## src/rtl/univ_shift_pkg.sv

```systemverilog
// Shared types and opcode decode for the universal shift sequencer.
// UNIV_SHIFT_ROTATE_EN enables the ROR/ROL opcodes; otherwise they decode as reserved.
package univ_shift_pkg;

  typedef enum logic [2:0] {
    OP_LOAD = 3'd0,
    OP_SHR  = 3'd1,
    OP_SHL  = 3'd2,
    OP_ROR  = 3'd3,
    OP_ROL  = 3'd4,
    OP_ASR  = 3'd5,
    OP_RSVD = 3'd6
  } op_t;

  typedef enum logic {
    ST_IDLE = 1'b0,
    ST_RUN  = 1'b1
  } state_t;

  localparam int OP_W = 3;

  // Opcodes that consume the shift amount; everything else finishes after one cycle.
  function automatic logic is_shift_op(input logic [OP_W-1:0] o);
    case (o)
      OP_SHR, OP_SHL, OP_ASR: return 1'b1;
`ifdef UNIV_SHIFT_ROTATE_EN
      OP_ROR, OP_ROL:         return 1'b1;
`endif
      default:                return 1'b0;
    endcase
  endfunction

endpackage

```

## src/rtl/univ_shift_step.sv

```systemverilog
// Combinational single-step next-value function of the shift sequencer.
// UNIV_SHIFT_ROTATE_EN adds the rotate legs to the mux.
module univ_shift_step
  import univ_shift_pkg::*;
#(
  parameter int n = 8
) (
  input  logic [n-1:0]    q,
  input  logic [OP_W-1:0] op,
  input  logic            r_serialin,
  input  logic            l_serialin,
  output logic [n-1:0]    q_next,
  output logic            bit_out
);

  always_comb begin
    q_next  = q;
    bit_out = 1'b0;
    case (op)
      OP_SHR: begin
        q_next  = {r_serialin, q[n-1:1]};
        bit_out = q[0];
      end
      OP_SHL: begin
        q_next  = {q[n-2:0], l_serialin};
        bit_out = q[n-1];
      end
`ifdef UNIV_SHIFT_ROTATE_EN
      OP_ROR: begin
        q_next  = {q[0], q[n-1:1]};
        bit_out = q[0];
      end
      OP_ROL: begin
        q_next  = {q[n-2:0], q[n-1]};
        bit_out = q[n-1];
      end
`endif
      OP_ASR: begin
        q_next  = {q[n-1], q[n-1:1]};
        bit_out = q[0];
      end
      default: ;
    endcase
  end

endmodule

```

## src/rtl/univ_shift_seq.sv

```systemverilog
// Universal shift sequencer: executes LOAD/shift/rotate commands one bit per clock.
// UNIV_SHIFT_ROTATE_EN enables ROR/ROL; without it those opcodes act as reserved.
module univ_shift_seq
  import univ_shift_pkg::*;
#(
  parameter int n  = 8,
  parameter int AW = $clog2(n) + 1
) (
  input  logic          clk,
  input  logic          rst,
  input  logic          start,
  input  logic [2:0]    op,
  input  logic [AW-1:0] amt,
  input  logic [n-1:0]  d,
  input  logic          abort,
  input  logic          r_serialin,
  input  logic          l_serialin,
  output logic [n-1:0]  q,
  output logic          serial_out,
  output logic          busy,
  output logic          done
);

  state_t          state, state_nx;
  logic [OP_W-1:0] op_r;
  logic [AW-1:0]   cnt;
  logic [n-1:0]    q_step;
  logic            bit_step;
  logic            accept, step_en, finish, last;

  univ_shift_step #(.n(n)) u_step (
    .q          (q),
    .op         (op_r),
    .r_serialin (r_serialin),
    .l_serialin (l_serialin),
    .q_next     (q_step),
    .bit_out    (bit_step)
  );

  always_ff @(posedge clk or posedge rst) begin
    if (rst) state <= ST_IDLE;
    else     state <= state_nx;
  end

  always_comb begin
    state_nx = state;
    case (state)
      ST_IDLE: if (start)          state_nx = ST_RUN;
      ST_RUN:  if (abort || last)  state_nx = ST_IDLE;
      default:                     state_nx = ST_IDLE;
    endcase
  end

  // Abort outranks both the step and the completion pulse on the same edge.
  always_comb begin
    last    = (cnt <= AW'(1));
    accept  = (state == ST_IDLE) && start;
    step_en = (state == ST_RUN) && !abort && (cnt != '0);
    finish  = (state == ST_RUN) && !abort && last;
  end

  always_ff @(posedge clk or posedge rst) begin
    if (rst) begin
      q          <= '0;
      serial_out <= 1'b0;
      busy       <= 1'b0;
      done       <= 1'b0;
      cnt        <= '0;
      op_r       <= OP_LOAD;
    end else begin
      busy <= (state_nx == ST_RUN);
      done <= finish;
      if (accept) begin
        op_r <= op;
        cnt  <= is_shift_op(op) ? amt : '0;
        if (op == OP_LOAD) q <= d;
      end else if (step_en) begin
        q          <= q_step;
        serial_out <= bit_step;
        cnt        <= cnt - AW'(1);
      end
    end
  end

endmodule

```

## config.mk

```make
export PLATFORM = sky130hd
export DESIGN_NAME = univ_shift_seq
export DESIGN_NICKNAME = d
export VERILOG_FILES = /design/src/rtl/univ_shift_pkg.sv /design/src/rtl/univ_shift_step.sv /design/src/rtl/univ_shift_seq.sv
export SDC_FILE = /design/constraint.sdc
export NUM_CORES = 1
export LEC_CHECK = 0
export CORE_AREA = 2 2 46 57
export CTS_CLUSTER_DIAMETER = 120
export CTS_CLUSTER_SIZE = 16
export DETAILED_ROUTE_END_ITERATION = 8
export DIE_AREA = 0 0 48 59
export PLACE_DENSITY = 0.81
export SYNTH_ARGS = -nofsm -noshare
export SYNTH_HDL_FRONTEND = slang
export SYNTH_SLANG_ARGS = --single-unit
```

## constraint.sdc

```tcl
create_clock -name clk -period 5.2 [get_ports clk]
set_clock_uncertainty 0.2 [all_clocks]
set_input_delay 1.04 -clock clk [delete_from_list [all_inputs] [get_ports clk]]
set_output_delay 1.04 -clock clk [all_outputs]
set_load 0.03 [all_outputs]
```

==> out/results.tsv <==
metric	value	unit
final_cells	176	
fp.dieH	59	um
drc	0	
htreeDepth	1	
synth-warning-count	0	
dp_cells	172	
setup_tns	0	ns
relSlewSlack	53.1	%
areaGrowthSynthToFinish	34.0	%
reg2reg_to	q[2]	
grt_start_max_net_pins	27	
routabilityCongestion	0.776	
clockRootBuffer	clkbuf_4	
status	completed	
grt_pass1_wl	3.93	mm
drt-wirelength-per-cell	13.5	um
path_cells	clkdlybuf4s50_1	
cpMaxStageDelayCell	clkdlybuf4s50_1	
synth_seq_cells	18	
place_area	0.00144	mm2
core	0.00226	mm2
gr-total-overflow	0	
die_w	48	um
cp-start-kind	register	
r2r-start	op_r[1]	
clkSinkCount	18	
vdd_drop_max	0.307	mV
p_per_area	566	mW/mm2
final_antenna_net_count	0	
route.vias.total	930	
dpl.hpwl	1.83	mm
r2r_setup_slack	3.18	ns
antenna_found_initial	0	
seq_area_frac_synth	41.0	%
drv_slew	0	
floorplan.initialDensity	48.7	%
switching_share	42.8	%
drt-total-wl	2.37	mm
fin_area	0.00147	mm2
drtPass1Iterations	5	
synthCells	113	
antenna_cells	0	
clock_path_buffers	2	
final_cell_mix	clkdlybuf4s50_1 (31), nand2_1 (20), dfrtp_1 (18), o21ai_0 (9), mux2i_1 (8)	
io_pins	32	
cp_max_fo	4	
portBuffers	31	
p_clk_share	10.6	%
cp_num_buf_inv	1	
worstSetupEndpointType	output pin	
fmax	0.377	GHz
power_frac_comb	56.8	%
ctsResizeCount	0	
cp_slowest_stage_delay	0.69	ns
path_delay_family	buffers and inverters	
grtUsageTotal	19.3	%
nFillCells	194	
holdPathEnd	op_r[1]	
dieArea	0.00283	mm2
worstRegToRegCells	5	
period_minus_slack	2.65	ns
hold_violations	0	
rsz0062_at_grt	false	
numCtsBuffers	3	
num_rows	19	
finalSetupViolCount	0	
yosysTopAreaCellShare	41.0	%
syn_area_per_cell	9.73	um2
yosysUniqueCellTypes	31	
hold_path_startpoint	op_r[1]	
worstHoldPathType	register to register	
grt_pass1_vias	916	
via_per_inst	5.28	
hold_depth	2	
syn_nets	137	
clk_latency	0.30	ns
required	3.96	ns
power.internal	477	uW
dp_slack	2.21	ns
drive_gt1_share	13.8	%
drtIter0Drc	17	
cts_tree	built	
layout.nets	170	
pwr-share-seq	32.6	%
syn_area	0.00110	mm2
max_cap_viol_count	0	
synth.area.top_cells	dfrtp_1 (41%), mux2_4 (9.6%), mux2i_1 (7.3%)	
cts_hold_buf	0	
crit_type	register to output pin	
fin_ws	2.55	ns
final_common_cell	clkdlybuf4s50_1	
yosys.area.top_type	dfrtp_1	
path_clk_slew	0.11	ns
p_leak	0.644	nW
post-route-period-util	50.9	%
cp.arrival	1.41	ns
post-cts-setup-buffer-count	0	
switching_power	356	uW
tightest_slew	0.703	ns
## per-stage QoR
step / hold slack, ns / utilization, % / power (mW)
2_1_floorplan: 0.266 / - / 0.599
5_1_grt: 0.363 / 65.3 / 0.894
3_5_place_dp: 0.301 / 63.7 / 0.751
4_1_cts: 0.328 / 65.3 / 0.839
3_3_place_gp: 0.291 / 63.7 / 0.732
6_report: 0.323 / 65.3 / 0.834
## metal layers
metal | routed length [um] | global-route usage [%] | vias up
met3 | 139 | 3.35 | 7
met1 | 950 | 21.3 | 430
met2 | 1250 | 35.0 | 30
met5 | 0 | 0 | -
met4 | 38 | 6.95 | 0
li1 | - | - | 463
## logic make-up (layout without fill, tap and decap cells)
| logic type | after synthesis | in the layout | synth area share [%] |
|---|---|---|---|
| compound gates | 24 | 24 | 14.2 |
| buf+inv | 9 | 41 | 3.75 |
| fa+ha+maj | 3 | 3 | 3.41 |
| simple gates | 44 | 44 | 20.8 |
| flops | 18 | 18 | 41.0 |
| mux | 15 | 15 | 16.8 |
## power groups by stage
stage	logic, mW	registers (mW)	clock network [mW]
after floorplan	0.267	0.333	0
after global placement	0.461	0.271	0
final	0.474	0.272	0.0882
after detailed placement	0.477	0.274	0
after global routing	0.518	0.282	0.0945
after CTS	0.478	0.271	0.0900
## layout make-up
type	instances	area, um2	area share, %
flip-flops and latches	18	450	30.6
repair buffers	33	325	22.1
multi-input cells	86	608	41.3
inverters	4	15.0	1.02
well taps	31	38.8	2.63
clock buffers	4	36.3	2.46
## how the worst max path moves through the flow
stage	startpoint	end	slack, ns	depth (start not counted)
after detailed placement	op[1]	cnt[3]	2.21	5
final	q[3]	q[3]	2.55	1
after global placement	op[1]	cnt[3]	2.27	5
after CTS	op[1]	cnt[3]	2.53	5
after global routing	abort	q[2]	2.46	5
after floorplan	abort	q[0]	2.84	4
## cells in the mapped netlist, drive strengths merged
library cell   n
a2bb2oi        1
or3b           1
nor3           6
o31a           1
a211oi         1
o32ai          1
and3           1
clkbuf         4
a21o           2
nor2           5
nor3b          1
nand2b         3
ha             3
buf            1
mux2i          8
nor2b          1
or2            1
nor4b          1
nand2         20
nor4           2
and2b          1
a21oi          8
mux2           7
dfrtp         18
nand4bb        1
inv            4
o21ai          9
o31ai          1
## flip-flops by register name (all words and copies together), names as in the netlist
signal      flops
cnt             4
q               8
done            1
serial_out      1
op_r            3
busy            1
Note: power is estimated with default switching activity, not from simulation.
